`src/rtl/timer_pkg.sv`:
```
// Shared types and elaboration helpers for the multi-channel timer bank.
package timer_pkg;

  typedef enum logic {CH_IDLE = 1'b0, CH_RUN = 1'b1} chan_state_e;
  typedef enum logic {MODE_PERIODIC = 1'b0, MODE_ONESHOT = 1'b1} timer_mode_e;

  // Prescaler divide ratio; 0 flags an unusable clock/tick pair.
  function automatic int calc_div(input int clk_hz, input int tick_hz);
    if (tick_hz <= 0 || clk_hz < tick_hz) return 0;
    if ((clk_hz % tick_hz) != 0) return 0;
    return clk_hz / tick_hz;
  endfunction

endpackage

```
`src/rtl/timer_bank_if.sv`:
```
// Config/control and status bundle between a timer bank and its user.
interface timer_bank_if
  import timer_pkg::*;
#(
  parameter int P_CHANNELS = 4,
  parameter int P_WIDTH    = 16
);
  localparam int CH_W = $clog2(P_CHANNELS);

  logic                  wr_en;
  logic [CH_W-1:0]       wr_ch;
  logic [P_WIDTH-1:0]    wr_period;
  timer_mode_e           wr_mode;
  logic [P_CHANNELS-1:0] start;
  logic [P_CHANNELS-1:0] stop;
  logic [P_CHANNELS-1:0] clr;
  logic                  base_tick;
  logic [P_CHANNELS-1:0] tick;
  logic [P_CHANNELS-1:0] flag;
  logic [P_CHANNELS-1:0] busy;

  modport master (
    output wr_en, wr_ch, wr_period, wr_mode, start, stop, clr,
    input  base_tick, tick, flag, busy
  );

  modport slave (
    input  wr_en, wr_ch, wr_period, wr_mode, start, stop, clr,
    output base_tick, tick, flag, busy
  );
endinterface

```
`src/rtl/timer_channel.sv`:
```
// One timer channel: shadow/active period, base-tick counter, expiry tick and sticky flag.
// state   | meaning
// CH_IDLE | stopped, cnt held at 0, waiting for a start with nonzero shadow period
// CH_RUN  | counting base ticks toward the active period
module timer_channel
  import timer_pkg::*;
#(
  parameter int P_WIDTH = 16
) (
  input  logic               clk,
  input  logic               rst,
  input  logic               wr_en,
  input  logic [P_WIDTH-1:0] wr_period,
  input  timer_mode_e        wr_mode,
  input  logic               start,
  input  logic               stop,
  input  logic               clr,
  input  logic               base_tick,
  output logic               tick,
  output logic               flag,
  output logic               busy
);

  chan_state_e        state, state_nxt;
  logic [P_WIDTH-1:0] shadow_p, active_p, cnt;
  timer_mode_e        shadow_mode, active_mode;
  logic               expire, reload, shadow_ok;

  assign shadow_ok = (shadow_p != '0);

  always_ff @(posedge clk or negedge rst) begin
    if (!rst) state <= CH_IDLE;
    else      state <= state_nxt;
  end

  // Stop suppresses expiry; start on an expiry cycle restarts instead of reloading/idling.
  always_comb begin
    state_nxt = state;
    expire    = 1'b0;
    reload    = 1'b0;
    unique case (state)
      CH_IDLE: begin
        if (start && shadow_ok) begin
          state_nxt = CH_RUN;
          reload    = 1'b1;
        end
      end
      CH_RUN: begin
        expire = base_tick && !stop && (cnt == active_p - 1'b1);
        if (stop) begin
          state_nxt = CH_IDLE;
        end else if (start || (expire && active_mode == MODE_PERIODIC)) begin
          reload    = shadow_ok;
          state_nxt = shadow_ok ? CH_RUN : CH_IDLE;
        end else if (expire) begin
          state_nxt = CH_IDLE;
        end
      end
      default: state_nxt = CH_IDLE;
    endcase
  end

  always_comb begin
    busy = (state == CH_RUN);
  end

  always_ff @(posedge clk or negedge rst) begin
    if (!rst) begin
      shadow_p    <= '0;
      shadow_mode <= MODE_PERIODIC;
      active_p    <= '0;
      active_mode <= MODE_PERIODIC;
      cnt         <= '0;
      tick        <= 1'b0;
      flag        <= 1'b0;
    end else begin
      if (wr_en) begin
        shadow_p    <= wr_period;
        shadow_mode <= wr_mode;
      end
      if (reload) begin
        active_p    <= shadow_p;
        active_mode <= shadow_mode;
      end
      if (state_nxt == CH_IDLE || reload) cnt <= '0;
      else if (state == CH_RUN && base_tick) cnt <= cnt + 1'b1;
      tick <= expire;
      flag <= expire | (flag & ~clr);
    end
  end

endmodule

```
`src/rtl/timer_bank.sv`:
```
// Multi-channel programmable timer: shared prescaler plus P_CHANNELS independent channels.
module timer_bank
  import timer_pkg::*;
#(
  parameter int P_CLK_HZ   = 100_000_000,
  parameter int P_TICK_HZ  = 1_000_000,
  parameter int P_CHANNELS = 4,
  parameter int P_WIDTH    = 16
) (
  input logic         clk,
  input logic         rst,
  timer_bank_if.slave bus
);

  localparam int D      = calc_div(P_CLK_HZ, P_TICK_HZ);
  localparam int PCNT_W = (D > 1) ? $clog2(D) : 1;
  localparam int CH_W   = $clog2(P_CHANNELS);

  if (D < 1) begin : g_bad_div
    $error("timer_bank: P_CLK_HZ must be an integer multiple of P_TICK_HZ");
  end
  if (P_CHANNELS < 2) begin : g_bad_ch
    $error("timer_bank: P_CHANNELS must be at least 2");
  end

  logic [PCNT_W-1:0]     pcnt;
  logic                  base_tick;
  logic [P_CHANNELS-1:0] tick, flag, busy;

  // Registered so the pulse is clean and low during reset; D=1 yields a constant 1.
  always_ff @(posedge clk or negedge rst) begin
    if (!rst) begin
      pcnt      <= '0;
      base_tick <= 1'b0;
    end else begin
      base_tick <= (pcnt == PCNT_W'(D - 1));
      pcnt      <= (pcnt == PCNT_W'(D - 1)) ? '0 : pcnt + 1'b1;
    end
  end

  for (genvar i = 0; i < P_CHANNELS; i++) begin : g_ch
    timer_channel #(.P_WIDTH(P_WIDTH)) u_ch (
      .clk       (clk),
      .rst       (rst),
      .wr_en     (bus.wr_en && (bus.wr_ch == CH_W'(i))),
      .wr_period (bus.wr_period),
      .wr_mode   (bus.wr_mode),
      .start     (bus.start[i]),
      .stop      (bus.stop[i]),
      .clr       (bus.clr[i]),
      .base_tick (base_tick),
      .tick      (tick[i]),
      .flag      (flag[i]),
      .busy      (busy[i])
    );
  end

  assign bus.base_tick = base_tick;
  assign bus.tick      = tick;
  assign bus.flag      = flag;
  assign bus.busy      = busy;

endmodule

```
`src/flat_wrapper.sv`:
```
// flat-port wrapper written by rule: the top's interface ports become plain ports
module timer_bank_flat import timer_pkg::*;
#(
  parameter int P_CLK_HZ   = 100_000_000,
  parameter int P_TICK_HZ  = 1_000_000,
  parameter int P_CHANNELS = 4,
  parameter int P_WIDTH    = 16
)
  (clk, rst, bus_wr_en, bus_wr_ch, bus_wr_period, bus_wr_mode, bus_start, bus_stop, bus_clr, bus_base_tick, bus_tick, bus_flag, bus_busy);
  timer_bank_if #(.P_CHANNELS(P_CHANNELS), .P_WIDTH(P_WIDTH)) bus_i ();
  input logic clk;
  input logic rst;
  input wire logic [$bits(bus_i.wr_en)-1:0] bus_wr_en;
  input wire logic [$bits(bus_i.wr_ch)-1:0] bus_wr_ch;
  input wire logic [$bits(bus_i.wr_period)-1:0] bus_wr_period;
  input wire logic [$bits(bus_i.wr_mode)-1:0] bus_wr_mode;
  input wire logic [$bits(bus_i.start)-1:0] bus_start;
  input wire logic [$bits(bus_i.stop)-1:0] bus_stop;
  input wire logic [$bits(bus_i.clr)-1:0] bus_clr;
  output wire logic [$bits(bus_i.base_tick)-1:0] bus_base_tick;
  output wire logic [$bits(bus_i.tick)-1:0] bus_tick;
  output wire logic [$bits(bus_i.flag)-1:0] bus_flag;
  output wire logic [$bits(bus_i.busy)-1:0] bus_busy;
  assign bus_i.wr_en = bus_wr_en;
  assign bus_i.wr_ch = bus_wr_ch;
  assign bus_i.wr_period = bus_wr_period;
  assign bus_i.wr_mode = bus_wr_mode;
  assign bus_i.start = bus_start;
  assign bus_i.stop = bus_stop;
  assign bus_i.clr = bus_clr;
  assign bus_base_tick = bus_i.base_tick;
  assign bus_tick = bus_i.tick;
  assign bus_flag = bus_i.flag;
  assign bus_busy = bus_i.busy;
  timer_bank #(.P_CLK_HZ(P_CLK_HZ), .P_TICK_HZ(P_TICK_HZ), .P_CHANNELS(P_CHANNELS), .P_WIDTH(P_WIDTH)) u_core (.clk(clk), .rst(rst), .bus(bus_i));
endmodule
```
`config.mk`:
```
export PLATFORM = sky130hd
export DESIGN_NAME = timer_bank_flat
export DESIGN_NICKNAME = d
export VERILOG_FILES = /design/src/rtl/timer_pkg.sv /design/src/rtl/timer_bank_if.sv /design/src/rtl/timer_channel.sv /design/src/rtl/timer_bank.sv /design/src/flat_wrapper.sv
export SDC_FILE = /design/constraint.sdc
export NUM_CORES = 1
export LEC_CHECK = 0
export BUFFER_PORTS_ARGS = -buffer_cell sky130_fd_sc_hd__buf_2
export CAP_MARGIN = 5
export CORE_ASPECT_RATIO = 1.1
export CORE_MARGIN = 4
export CORE_UTILIZATION = 60
export CTS_CLUSTER_SIZE = 10
export DETAILED_ROUTE_END_ITERATION = 12
export PLACE_DENSITY = 0.83
export SYNTH_ARGS = -nofsm -noshare
export SYNTH_HDL_FRONTEND = slang
export SYNTH_SLANG_ARGS = --single-unit
```
`constraint.sdc`:
```
create_clock -name clk -period 6.2 [get_ports clk]
set_input_delay 1.24 -clock clk [delete_from_list [all_inputs] [get_ports clk]]
set_output_delay 1.24 -clock clk [all_outputs]
set_load 0.02 [all_outputs]
```
# Word-level counts from Yosys, hierarchy flattened
# Cells that the tools add are included.
dict set report totals {
  register_bits 220
  in_bits 34
  output_inout_bits 13
  word_cells 169
}
dict set report classes {
  addsub 9
  n_eq_ne 8
  n_mux 49
  bitwise_logic 24
  reduce_logical 45
}
# cell n
set ops {}
lappend ops {{16-bit two-way mux} 8}
lappend ops {{16-bit by 1-bit adder with 16-bit output (second input constant)} 4}
lappend ops {{16-bit == test} 4}
lappend ops {{16-bit nonzero test} 4}
lappend ops {{16-bit by 1-bit subtractor with 16-bit output (second input constant)} 4}
lappend ops {{1-bit two-way mux} 32}
lappend ops {{1-bit logical AND} 24}
lappend ops {{1-bit inverter} 16}
lappend ops {{1-bit case mux with 2 select lines} 8}
lappend ops {{1-bit logical OR} 8}
lappend ops {{2-bit nonzero test} 4}
lappend ops {{7-bit by 1-bit adder with 7-bit output (second input constant)} 1}
lappend ops {{7-bit == test (second input constant)} 1}
lappend ops {{7-bit two-way mux} 1}
lappend ops {{1-bit AND} 4}
lappend ops {{2-bit == test (second input constant)} 2}
lappend ops {{1-bit zero test} 4}
lappend ops {{1-bit OR} 4}
lappend ops {{2-bit by 1-bit == test with 1-bit output (second input constant)} 1}
lappend ops {{2-bit zero test} 1}

# Logic depth before layout (Yosys ltp)
dict set report depth {
  ltp_word 11
  mapped_depth 12
  ltp_nobuf 9
}

# By module
# From an unflattened synthesis, not the netlist that was laid out.
dict set report hier_totals {
  cells_unflattened 1334
  area_unflattened_um2 13023.7
}
# module n_inst cells_each area_each_um2 seq_area_each_um2
set by_module_without_submodules {}
lappend by_module_without_submodules {{timer_channel at u_core.g_ch[0].u_ch ...} 3 315 3071.7 1326.3}
lappend by_module_without_submodules {{timer_channel at u_core.g_ch[3].u_ch} 1 355 3417.0 1326.3}
lappend by_module_without_submodules {timer_bank 1 34 391.6 200.2}

# Worst setup path before layout
# Ideal clock, no wire load.
dict set report synth_path {
  path_kind {register to register}
  start {register u_core.g_ch[3].u_ch.active_p[0]}
  end {register u_core.g_ch[3].u_ch.active_p[10]}
  arrival_time_ns 3.068
  slack_ns 3.007
  path_stages_with_launch 12
  n_path_buf 2
  period_less_slack_ns 3.193
  cell_sequence {dfrtp_1 inv_1 ha_1 or4b_4 or3_1 a211oi_2 o211ai_1 a2111o_1 o31a_1 buf_6 buf_12 mux2_4}
}
dict set report synth_between {
  elab_chain_len 8
}
# element line_no
set synth_lines {}
lappend synth_lines {{from (decl)} timer_channel.sv:25} ;# logic [P_WIDTH-1:0] shadow_p, active_p, cnt;
lappend synth_lines {{from (signal assigned)} timer_channel.sv:82} ;# active_p <= shadow_p;
lappend synth_lines {{16-bit by 1-bit subtractor with 16-bit output} timer_channel.sv:49} ;# expire = base_tick && !stop && (cnt == active_p - 1'b1);
lappend synth_lines {{16-bit == test} timer_channel.sv:49}
lappend synth_lines {{1-bit logical AND} timer_channel.sv:49}
lappend synth_lines {{1-bit logical AND} timer_channel.sv:52} ;# end else if (start || (expire && active_mode == MODE_PERIODIC)) begin
lappend synth_lines {{1-bit logical OR} timer_channel.sv:52}
lappend synth_lines {{1-bit two-way mux} timer_channel.sv:52}
lappend synth_lines {{1-bit two-way mux} timer_channel.sv:50} ;# if (stop) begin
lappend synth_lines {{1-bit case mux with 2 select lines} timer_channel.sv:41} ;# unique case (state)
# Every way passes these cells.
# A chain may end at the register's enable or synchronous reset.

# Worst setup path after layout
dict set report layout_path {
  start {register u_core.g_ch[0].u_ch.active_p[0]}
  end {register u_core.g_ch[0].u_ch.state}
}
dict set report layout_between {
  elab_chain_len 8
  elab_cells_between_ends 9
}
# element line_no
set layout_lines {}
lappend layout_lines {{from (decl)} timer_channel.sv:25}
lappend layout_lines {{from (signal assigned)} timer_channel.sv:82}
lappend layout_lines {{16-bit by 1-bit subtractor with 16-bit output *} timer_channel.sv:49}
lappend layout_lines {{16-bit == test *} timer_channel.sv:49}
lappend layout_lines {{1-bit logical AND *} timer_channel.sv:49}
lappend layout_lines {{1-bit logical AND} timer_channel.sv:52}
lappend layout_lines {{1-bit logical OR} timer_channel.sv:52}
lappend layout_lines {{1-bit two-way mux *} timer_channel.sv:52}
lappend layout_lines {{1-bit two-way mux *} timer_channel.sv:50}
lappend layout_lines {{1-bit case mux with 2 select lines *} timer_channel.sv:41}
lappend layout_lines {{via u_core.g_ch[0].u_ch.state_nxt} timer_channel.sv:24} ;# chan_state_e state, state_nxt;
lappend layout_lines {{to (signal assigned)} timer_channel.sv:33} ;# else state <= state_nxt;
lappend layout_lines {{to (decl)} timer_channel.sv:24}
# The timed path passes the listed nets; every way through them passes the cells marked *.

==> summary.txt <==
flops & latches, synth: 220
pin count of the biggest net entering global routing: 123
# rows: 55
Mapped Nets: 1,310
initial antenna violation count: 0
die footprint: 23,570 um2
Mapped Area: 12,710 um2
top_reg_cell synth: dfrtp_1
fin area: 13,640 um2
PostCTS Resize Cnt: 0
IO Count: 47
# H-tree levels: 1
final hold slack: 0.4909 ns
final wirelength: 29,410 um
Pre-antenna DRT Iters: 6
part of the power in registers: 47.1%
YS warnings: 0
Fin. Hold Viols: 0
CTS sink cnt: 220
Worst-Margin Slew: 1.126 ns
fmax: 0.2590 GHz
average wire per cell in the routed design: 18.96 um
count of final setup violators: 0
LEAKAGE: 5.469 nW
internal power: 2.902 mW
Comb power frac: 22.1%
Crit. End Element: flip-flop
post-CTS setup buffer count: 0
Nets: 1,303
pre-CTS setup slack: 2.373 ns
port bufs: 46
clk root buf: clkbuf_16
Hold Path Class: flip-flop to flip-flop
Core ar.: 20,710 um2
maximum vdd drop: 183.5 uV
Placed Area: 12,930 um2
# DRC: 0
Layout area overhead: 7.335%
Clock Latency Late Sink: 0.53 ns
Overflow after GRT: 0
vias in the first global route: 9,707
CP Max Fanout: 17
Synth cell types: 76
clock power share: 30.9%
crit path kind: flip-flop to flip-flop
clock skew: 0.01132 ns
worst endpoint data arrival time: 4.17 ns
routed vias: 9,834
share of layout cells above drive strength 1: 15.64%
Max clock buf depth: 3
Commonest cells post-synth: 220 x dfrtp_1, 110 x nor2_1, 94 x mux2_2
vias per inst: 6.340
CTS tree: built
switching share of power: 31.97%
first-pass GRT wire length: 48,400 um
DP HPWL: 20,090 um
Synth Area per Inst: 10.03 um2
register area share after synthesis: 43.32%
Post-CTS Hold Buffers: 0
Setup TNS: 0 ns
Final Max Tran Viols: 0
EDFF count, synth: 0
die height: 160.6 um
Crit path required time: 6.51 ns
Tcrit/Tclk final: 62.28%
# diodes: 0
Iteration-0 DRC Markers: 908
RSZ-0062 raised after global routing: no
post-synth top area cell: dfrtp_1
Clk pin slew, worst setup/hold paths: 0.05 ns
Max-Cap Viols: 0
ranking of synthesized cells by area: dfrtp_1 43%, mux2_2 8.3%, xnor2_1 4.8%, xor2_1 4.8%, nor2_1 3.2%
Routability Congestion: 0.9535
setup ws final: 2.339 ns
post-route ant nets: 0
status: finished, final reports clean
Filler cells: 1,618
All-Layer GR Usage: 24.51%
asr flop ratio synth: 100.0%
Synth top area share: 43.32%
number of CTS-inserted buffers: 26
cell with the most instances after synthesis: dfrtp_1
min cycle time layout: 3.861 ns
Net Switching: 1.364 mW
startpoint types: flip-flop
PwrDens: 312.8 nW/um2
Starting Density: 61.35%
Gate Count Post-Synth: 1,267
Die X-Extent: 146.8 um
slew margin rel.: 24.40%
==> final timing paths <==
kind | end | slack (ns) | from | cells after the start
worst max-delay path | u_core.g_ch[0].u_ch.busy | 2.34 | u_core.g_ch[0].u_ch.active_p[0] | 9
worst min-delay path | u_core.pcnt[0] | 0.49 | u_core.pcnt[0] | 1
worst max register to register | u_core.g_ch[0].u_ch.busy | 2.34 | u_core.g_ch[0].u_ch.active_p[0] | 9
worst min register to register | u_core.pcnt[0] | 0.49 | u_core.pcnt[0] | 1
max in group asynchronous | u_core.g_ch[0].u_ch.cnt[2] | 4.32 | rst | 2
min in group asynchronous | u_core.g_ch[3].u_ch.cnt[4] | 0.72 | rst | 1
==> critical path, stage by stage (launching register included) <==
cell	delay, ns
dfrtp_1	0.43
inv_1	0.10
ha_1	0.23
nor3b_1	0.53
a21oi_1	0.14
or4_1	0.56
nor4_1	0.35
nand3_1	0.12
o21ai_1	0.88
o311ai_0	0.31
==> area by class of cell <==
type	instances	area [um2]	area share, %
clock inverter	2	21.27	0.1559
tap	285	356.6	2.614
timing repair buffer	50	282.8	2.073
inverter	23	86.33	0.6330
clock buffer	32	683.2	5.009
sequential	220	5505	40.36
multi-input combinational	939	6704	49.15
==> flip-flops by register name, indices dropped and copies added, names as in the netlist <==
name                          count
u_core.g_ch.u_ch.cnt             64
u_core.g_ch.u_ch.shadow_mode      4
u_core.g_ch.u_ch.tick             4
u_core.pcnt                       7
u_core.g_ch.u_ch.flag             4
u_core.g_ch.u_ch.busy             4
u_core.g_ch.u_ch.active_mode      4
u_core.g_ch.u_ch.shadow_p        64
u_core.g_ch.u_ch.active_p        64
u_core.bus.base_tick              1
==> through the flow <==
step           instances  power (mW)  util [%]
2_1_floorplan       1267       2.690         -
3_5_place_dp        1517       2.947     62.45
6_report            1551       4.266     65.85
5_1_grt             1551       4.496     65.85
3_3_place_gp        1517       2.894     62.45
4_1_cts             1551       4.285     65.85
==> cell usage in the layout, fill, tap and decap left out, types with 6 or more instances in the layout <==
cell       Yosys  routed
a21oi_1       14      14
a221oi_1      34      34
and2_1         9       9
and3_1        47      47
and4_1         8       8
buf_2          7      45
clkbuf_16      0      26
dfrtp_1      220     220
ha_1           9       9
inv_1         23      23
mux2_2        94      94
mux2_4         9       9
nand2_1       79      79
nand2b_1       6       6
nand3_1       38      38
nand3b_1      37      37
nand4_1       28      28
nor2_1       110     110
nor2b_1       33      33
nor3_1        19      19
nor3b_1        8       7
nor4_1        31      31
nor4b_1        7       7
o211ai_1      37      37
o21ai_0       37      37
or3_1          9       9
or4_1         10      10
or4b_1         7       7
xnor2_1       69      69
xor2_1        69      69
==> power groups by stage <==
stage	combinational, mW	sequential [mW]	clock (mW)
6_report	0.941	2.01	1.32
5_1_grt	1.04	2.04	1.41
4_1_cts	0.939	1.99	1.35
3_5_place_dp	0.931	2.02	0
3_3_place_gp	0.892	2.00	0
2_1_floorplan	0.854	1.84	0
==> logic make-up after synthesis <==
group | count (synthesis) | synth area share (%)
buf+inv | 108 | 3.958
simple gates | 507 | 22.18
mux | 108 | 9.797
compound gates | 177 | 10.34
flops | 220 | 43.32
fa+ha+maj | 9 | 0.8862
xor+xnor | 138 | 9.512
==> routing by layer <==
metal,part of all wire [%],global-route usage [%]
met2,48,40.14
met1,44,33.66
met5,0,0
met4,2.6,8.383
met3,5.5,3.555
Note: power is estimated with default switching activity, not from simulation.
